--- src/rtl/kernel_pkg.sv ---
// kernel_pkg: tap-subset modes and window geometry helpers for the kernel tap sequencer
package kernel_pkg;
  typedef enum logic [1:0] {
    KMODE_FULL   = 2'b00,
    KMODE_CROSS  = 2'b01,
    KMODE_BORDER = 2'b10,
    KMODE_CENTRE = 2'b11
  } kmode_e;

  function automatic int centre_idx(input int k);
    return (k * k - 1) / 2;
  endfunction

  function automatic logic tap_enabled(input int idx, input kmode_e mode, input int k);
    int m;
    m = (k - 1) / 2;
    return mode == KMODE_FULL  ? 1'b1 :
           mode == KMODE_CROSS ? ((idx / k == m) || (idx % k == m)) :
           mode == KMODE_BORDER ? (idx != centre_idx(k)) :
                                  (idx == centre_idx(k));
  endfunction

  function automatic int tap_count(input kmode_e mode, input int k);
    int n;
    n = 0;
    for (int i = 0; i < k * k; i++) n += int'(tap_enabled(i, mode, k));
    return n;
  endfunction
endpackage

--- src/rtl/kernel_next_tap.sv ---
// kernel_next_tap: finds the next enabled tap above cur_i (or the first one when start_i) and flags the final one
module kernel_next_tap
  import kernel_pkg::*;
#(
  parameter int K     = 3,
  parameter int IDX_W = $clog2(K * K)
) (
  input  logic             start_i,
  input  logic [IDX_W-1:0] cur_i,
  input  kmode_e           mode_i,
  output logic [IDX_W-1:0] idx_o,
  output logic             last_o
);
  logic seen;
  // Descending scan: the lowest qualifying index wins, and it is last if no enabled tap lies above it
  always_comb begin
    idx_o  = '0;
    last_o = 1'b1;
    seen   = 1'b0;
    for (int i = K * K - 1; i >= 0; i--) begin
      if (tap_enabled(i, mode_i, K) && (start_i || i > int'(cur_i))) begin
        idx_o  = IDX_W'(i);
        last_o = ~seen;
      end
      if (tap_enabled(i, mode_i, K)) seen = 1'b1;
    end
  end
endmodule

--- src/rtl/kernel_tap_seq.sv ---
// kernel_tap_seq: holds one KxK window and streams its mode-selected taps one per cycle under valid/ready
module kernel_tap_seq
  import kernel_pkg::*;
#(
  parameter int DATA_W = 3,
  parameter int K      = 3,
  parameter int IDX_W  = $clog2(K * K)
) (
  input  logic                  clk,
  input  logic                  rst_n,
  input  logic                  win_valid,
  output logic                  win_ready,
  input  logic [K*K*DATA_W-1:0] win_data,
  input  logic [1:0]            win_mode,
  output logic                  tap_valid,
  input  logic                  tap_ready,
  output logic [DATA_W-1:0]     tap_data,
  output logic [IDX_W-1:0]      tap_idx,
  output logic                  tap_last,
  output logic                  busy
);
  typedef enum logic {IDLE, STREAM} state_e;

  state_e                state_q, state_d;
  logic [K*K*DATA_W-1:0] win_q, win_d, src;
  kmode_e                mode_q, mode_d, nt_mode;
  logic [DATA_W-1:0]     data_q, data_d;
  logic [IDX_W-1:0]      idx_q, idx_d, nt_idx;
  logic                  last_q, last_d, nt_last;
  logic                  accept, advance, done, load;

  assign tap_valid = state_q == STREAM;
  assign busy      = tap_valid;
  assign tap_data  = data_q;
  assign tap_idx   = idx_q;
  assign tap_last  = last_q;
  assign done      = tap_valid & tap_ready & last_q;
  assign win_ready = (state_q == IDLE) | done;

  kernel_next_tap #(.K(K), .IDX_W(IDX_W)) u_next (
    .start_i(accept),
    .cur_i  (idx_q),
    .mode_i (nt_mode),
    .idx_o  (nt_idx),
    .last_o (nt_last)
  );

  // A newly accepted window is searched straight from the input so its first tap is ready next cycle
  always_comb begin
    accept  = win_valid & win_ready;
    advance = tap_valid & tap_ready & ~last_q;
    load    = accept | advance;
    nt_mode = accept ? kmode_e'(win_mode) : mode_q;
    src     = accept ? win_data : win_q;
    state_d = accept ? STREAM : done ? IDLE : state_q;
    win_d   = accept ? win_data : win_q;
    mode_d  = nt_mode;
    idx_d   = load ? nt_idx : idx_q;
    last_d  = load ? nt_last : last_q;
    data_d  = load ? src[int'(nt_idx)*DATA_W +: DATA_W] : data_q;
  end

  always_ff @(posedge clk or negedge rst_n) begin
    if (!rst_n) begin
      state_q <= IDLE;
      win_q   <= '0;
      mode_q  <= KMODE_FULL;
      data_q  <= '0;
      idx_q   <= '0;
      last_q  <= 1'b0;
    end else begin
      state_q <= state_d;
      win_q   <= win_d;
      mode_q  <= mode_d;
      data_q  <= data_d;
      idx_q   <= idx_d;
      last_q  <= last_d;
    end
  end
endmodule

--- config.mk ---
export PLATFORM = sky130hd
export DESIGN_NAME = kernel_tap_seq
export DESIGN_NICKNAME = d
export VERILOG_FILES = /design/src/rtl/kernel_pkg.sv /design/src/rtl/kernel_next_tap.sv /design/src/rtl/kernel_tap_seq.sv
export SDC_FILE = /design/constraint.sdc
export NUM_CORES = 1
export LEC_CHECK = 0
export ABC_AREA = 1
export BUFFER_PORTS_ARGS = -buffer_cell sky130_fd_sc_hd__buf_2
export CAP_MARGIN = 20
export CORE_MARGIN = 2
export CORE_UTILIZATION = 49
export DETAILED_ROUTE_END_ITERATION = 8
export GPL_TIMING_DRIVEN = 0
export PLACE_DENSITY = 0.76
export SYNTH_ARGS = -nofsm -noshare
export SYNTH_HDL_FRONTEND = slang
export SYNTH_SLANG_ARGS = --single-unit
--- constraint.sdc ---
create_clock -name clk -period 2.01 [get_ports clk]
set_clock_uncertainty 0.15 [all_clocks]
set_input_delay 0.5025 -clock clk [delete_from_list [all_inputs] [get_ports clk]]
set_output_delay 0.5025 -clock clk [all_outputs]
set_load 0.05 [all_outputs]
==> summary.txt, run 1 <==
status: finished, violations left
failing checks: setup timing
synthesized area: 0.00202 mm2
final hold vios: 0
commonest non-fill, non-tap cell in the layout: buf_2
post-route cell area: 0.00266 mm2
first-pass GRT wire length: 7710 um
CTS tree: yes
Setup Viol. Count Final: 3
fin. max-slew vios: 0
synth unique cells: 20
Syn Nets: 283
post-DP HPWL: 3240 um
CP arrival: 2350 ps
most frequent cells in the layout: buf_2, nand2_1, dfrtp_1
max cap viols: 0
port bufs: 43
dpl cell area: 0.00232 mm2
Crit Path Class: flop to flop
CP peak stage delay: 430 ps
Top Ports: 44
CP delay by family, top: simple AND/OR/NAND/NOR gates
final WL: 4930 um
Max-slew headroom: 0.450
CTS Root Cell: clkbuf_8
Cells after Synth: 250
GP Congestion: 0.892
post-route ant nets: 0
endpoint kind of the worst setup timing path: flop
Synth Register Bits: 38
Synth warnings: 0
post-DR vias/cell: 5.07
period utilisation layout: 1.13
largest fanout on the critical path: 7
GRT Total Usage: 0.224
CTS clk-pin slew, worst paths: 70 ps
Min Clock Period, post-route: 2280 ps
CTS Buffer Depth: 2
slowest CP cell: dfrtp_2
Die W: 68.3 um
die area: 0.00466 mm2
initial drt markers: 143
Area Growth Syn to Fin: 31.5%
Chip Height: 68.3 um
Antenna Cells: 0
syn_area_per_cell: 8.09 um2
startpoint types: flop
vias in the first global route: 1779
H-Tree Depth: 2
# DRC: 0
Starting Density: 0.506
largest net degree at the start of global routing: 39
core area: 0.00400 mm2
RSZ-0062 raised after global routing: yes
initial antenna violation count: 0
WL/cell: 13.5 um
Bufs and invs on worst path: 2
std cell rows: 23
setup TNS: -756 ps
router iterations before antenna repair: 4
Req. time, crit path: 2080 ps
CTS Sinks: 38
ordered cell list for the critical path: nand2_4 > nand2_8 > nand2_4 > buf_8 > nand2_4 > nand2_4 > nand2_4 > o21ai_4 > nand2_1 > nand2_1 > nand2_1 > nand2_2 > nand2_4 > buf_6 > nand2_2 > nand3_2 > nand3_2 > nand3_2 > a21oi_2
final setup margin: -268 ps
number of hold-repair buffers added at the cts stage: 0
sequential area share after synthesis: 0.470
share of cells above drive strength 1: 0.446
Least-Margin Pin Slew: 824 ps
Most Frequent Cell on Critical Path: nand2_4
Max Freq: 439 MHz
Clock Latency Late Sink: 290 ps
Min-Delay Path Class: primary input to asynchronous set/reset pin
CTS buffer count: 5
grt ovf: 0
layout net count: 346
DR vias: 1845
==> worst reg2reg max path, stage by stage (launching register included) <==
cell and delay (ps):
dfrtp_2 430, nand2_4 90, nand2_8 60, nand2_4 80
buf_8 120, nand2_4 50, nand2_4 60, nand2_4 80
o21ai_4 70, nand2_1 70, nand2_1 70, nand2_1 60
nand2_2 100, nand2_4 80, buf_6 160, nand2_2 60
nand3_2 80, nand3_2 80, nand3_2 90, a21oi_2 140
==> cell families after synthesis <==
family / share of synthesized area
simple gates: 0.309
buf+inv: 0.0983
compound gates: 0.123
flops: 0.470
==> synth_stat cells (all sizes together) <==
cell | n | area (um2)
or2 | 24 | 150
a21o | 1 | 7.51
a21oi | 6 | 48.8
buf | 5 | 48.8
clkbuf | 5 | 18.8
o21ai | 33 | 173
nand2 | 55 | 256
dfrtp | 38 | 951
inv | 35 | 131
nor2 | 6 | 22.5
nand3 | 38 | 190
a31oi | 2 | 12.5
o211ai | 1 | 7.51
nor3 | 1 | 5.00
==> metrics by stage <==
step / hold WS [ps] / utilization / instances / worst slack [ps]
floorplan: 56.9 / - / 250 / -254
global placement: 312 / 0.580 / 343 / -541
detailed placement: 326 / 0.580 / 343 / -558
CTS: 193 / 0.625 / 357 / -226
global route: 241 / 0.665 / 364 / -422
finish: 155 / 0.665 / 364 / -268
==> sequential cells by signal (all words and copies together) (netlist names) <==
name and count:
mode_q 2, tap_data 3, tap_idx 4, busy 1, tap_last 1, win_q 27
==> final cells by class <==
type / count / area, um2
buffer: 10 / 73.8
clock buffer: 7 / 86.3
clock inverter: 1 / 5.00
fill: 335 / 1340
inverter: 35 / 134
multi-input combinational: 167 / 1030
sequential: 38 / 953
tap: 50 / 62.6
timing repair buffer: 56 / 317
==> timing repair <==
item                       in CTS  in global routing
setup buffers                   5                  7
gates cloned                    1                  0
resized for setup              12                 27
pin swaps                       6                 13
setup endpoints to repair       8                  6
==> layer usage <==
| layer | global-route usage | up-vias | share of wire |
|---|---|---|---|
| li1 | - | 920 | - |
| met1 | 0.278 | 858 | 0.44 |
| met2 | 0.376 | 56 | 0.49 |
| met3 | 0.0428 | 11 | 0.051 |
| met4 | 0.0975 | 0 | 0.020 |
| met5 | 0 | - | 0 |
==> final timing paths <==
path	startpoint	endpoint	cells after the start	slack [ps]
min reg2reg	win_q[26]	win_q[26]	2	350
max in group asynchronous	rst_n	busy	1	990
min	rst_n	mode_q[1]	1	160
max reg2reg	tap_last	tap_data[2]	19	-270
max	tap_last	tap_data[2]	19	-270
min in group clk	win_data[24]	win_q[24]	3	290
Power of run 1 is not shown: default switching activity piles up to over one toggle a cycle in this logic, so the estimate is an artifact.
==> run 2: changes to the inputs <==
- CORE_UTILIZATION: 49 -> 54
- PLACE_DENSITY: 0.76 -> 0.79
- clock period: 2.01 -> 2.1 ns (I/O delays scaled with it)
==> run 2 against run 1 <==
Net effect: the run still ends with setup timing left; sequential cell count unchanged; die area down 8.7%; core utilization up 5.9 points; setup slack better by 36 ps; non-clock buffer count down 3; maximum frequency down 2.3%; via count up 3.5%; final cell count down 1.9%; hold slack better by 19 ps; critical endpoint is now tap_data[1]; register-to-register slack better by 40 ps; critical path depth unchanged; routed wire length up 6.5%.
==> summary.txt, run 2 (synthesized netlist as in run 1, its figures left out) <==
CTS tree: yes (unchanged)
Chip Height: 65.2 um (was 68.3 um)
post-route ant nets: 0 (unchanged)
Min-Delay Path Class: primary input to asynchronous set/reset pin (unchanged)
Setup Viol. Count Final: 3 (unchanged)
Max Freq: 429 MHz (was 439 MHz)
share of cells above drive strength 1: 0.453 (was 0.446)
Reg-to-Reg Start: tap_last (unchanged)
std cell rows: 22 (was 23)
core area: 0.00363 mm2 (was 0.00400 mm2)
r2r endpoint: tap_data[1] (was tap_data[2])
DR vias: 1909 (was 1845)
grt ovf: 0 (unchanged)
most frequent cells in the layout: buf_2, nand2_1, dfrtp_1 (unchanged)
Antenna Cells: 0 (unchanged)
largest net degree at the start of global routing: 39 (unchanged)
GRT Total Usage: 0.258 (was 0.224)
fin cells: 357 (was 364)
Biggest register: win_q (unchanged)
Min Clock Period, post-route: 2330 ps (was 2280 ps)
Area Growth Syn to Fin: 30.1% (was 31.5%)
first-pass GRT wire length: 8160 um (was 7710 um)
CTS clk-pin slew, worst paths: 70 ps (about the same)
ordered cell list for the critical path: nand2_4 > nand2_8 > nand2_4 > buf_8 > nand2_4 > nand2_4 > nand2_4 > o21ai_4 > nand2_2 > nand2_2 > nand2_2 > nand2_4 > nand2_4 > buf_6 > nand2_2 > nand3_2 > nand3_2 > nand3_2 > a21oi_2 (was nand2_4 > nand2_8 > nand2_4 > buf_8 > nand2_4 > nand2_4 > nand2_4 > o21ai_4 > nand2_1 > nand2_1 > nand2_1 > nand2_2 > nand2_4 > buf_6 > nand2_2 > nand3_2 > nand3_2 > nand3_2 > a21oi_2)
Max-slew headroom: 0.448 (was 0.450)
endpoint kind of the worst setup timing path: flop (unchanged)
CP delay by family, top: simple AND/OR/NAND/NOR gates (unchanged)
Least-Margin Pin Slew: 828 ps (was 824 ps)
period utilisation layout: 1.11 (was 1.13)
max cap viols: 0 (unchanged)
slowest CP cell: dfrtp_2 (unchanged)
initial drt markers: 122 (was 143)
port bufs: 43 (unchanged)
RSZ-0062 raised after global routing: yes (unchanged)
post-DR vias/cell: 5.35 (was 5.07)
GP Congestion: 0.877 (was 0.892)
vias in the first global route: 1786 (was 1779)
CTS Root Cell: clkbuf_8 (unchanged)
H-Tree Depth: 2 (unchanged)
Starting Density: 0.557 (was 0.506)
Clock Latency Late Sink: 300 ps (was 290 ps)
initial antenna violation count: 0 (unchanged)
Crit Path Class: flop to flop (unchanged)
Bufs and invs on worst path: 2 (unchanged)
CP arrival: 2410 ps (was 2350 ps)
fin. max-slew vios: 0 (unchanged)
CP peak stage delay: 430 ps (about the same)
# DRC: 0 (unchanged)
Post-Place Cells: 341 (was 343)
commonest non-fill, non-tap cell in the layout: buf_2 (unchanged)
number of hold-repair buffers added at the cts stage: 0 (unchanged)
final WL: 5250 um (was 4930 um)
final setup margin: -232 ps (was -268 ps)
setup TNS: -669 ps (was -756 ps)
WL/cell: 14.7 um (was 13.5 um)
dpl ws: -473 ps (was -558 ps)
final hold vios: 0 (unchanged)
die area: 0.00425 mm2 (was 0.00466 mm2)
Die W: 65.2 um (was 68.3 um)
worst-case reg-to-reg path depth: 19 (unchanged)
CTS Sinks: 38 (unchanged)
Req. time, crit path: 2180 ps (was 2080 ps)
CTS buffer count: 5 (unchanged)
metal2 WL: 2700 um (was 2410 um)
wire length on met3: 295 um (was 252 um)
startpoint types: flop (unchanged)
router iterations before antenna repair: 5 (was 4)
Top Ports: 44 (unchanged)
post-route core utilization: 0.724 (was 0.665)
met1 WL: 2060 um (was 2170 um)
R2R Setup Slk: -230 ps (was -270 ps)
Most Frequent Cell on Critical Path: nand2_4 (unchanged)
max reg flops: 27 (unchanged)
CTS Buffer Depth: 2 (unchanged)
post-DP HPWL: 3300 um (was 3240 um)
layout net count: 343 (was 346)
largest fanout on the critical path: 7 (unchanged)
status: finished, violations left (unchanged)
top sig layer: met4 (unchanged)
failing checks: setup timing (unchanged)
==> run 2: stage by stage <==
step	hold slack, ps	instance area, um2
after CTS	207	2530
after floorplan	79.4	2040
after global routing	268	2630
after global placement	313	2320
final	175	2630
after detailed placement	321	2320
==> run 2: metal layers <==
layer	vias to the layer above	global-route usage
met4	0	0.148
met3	19	0.0411
li1	917	-
met1	902	0.296
met5	-	0
met2	71	0.454
==> run 2: what timing repair did <==
action / 4_1_cts / 5_1_grt
pin swaps: 6 / 10
setup endpoints to repair: 5 / 5
setup buffers: 6 / 3
gates cloned: 1 / 0
endpoints found under the hold margin: 0 / 0
resized for setup: 18 / 26
==> run 2: cell type report <==
type / instances / area (um2)
multi-input combinational: 167 / 1030
tap: 48 / 60.1
sequential: 38 / 953
inverter: 35 / 134
buffer: 10 / 76.3
clock buffer: 6 / 82.6
fill: 295 / 1000
timing repair buffer: 53 / 294
==> run 2: worst max-delay path by stage <==
stage,from,to,slack (ps),cells after the start
6_report,tap_last,tap_data[1],-230,19
5_1_grt,tap_last,tap_data[2],-340,19
4_1_cts,tap_last,tap_data[0],-140,19
3_5_place_dp,tap_ready,tap_data[1],-470,16
3_3_place_gp,tap_ready,tap_data[1],-480,16
2_1_floorplan,tap_last,tap_data[2],-160,19
Power of run 2 is left out for the same reason.
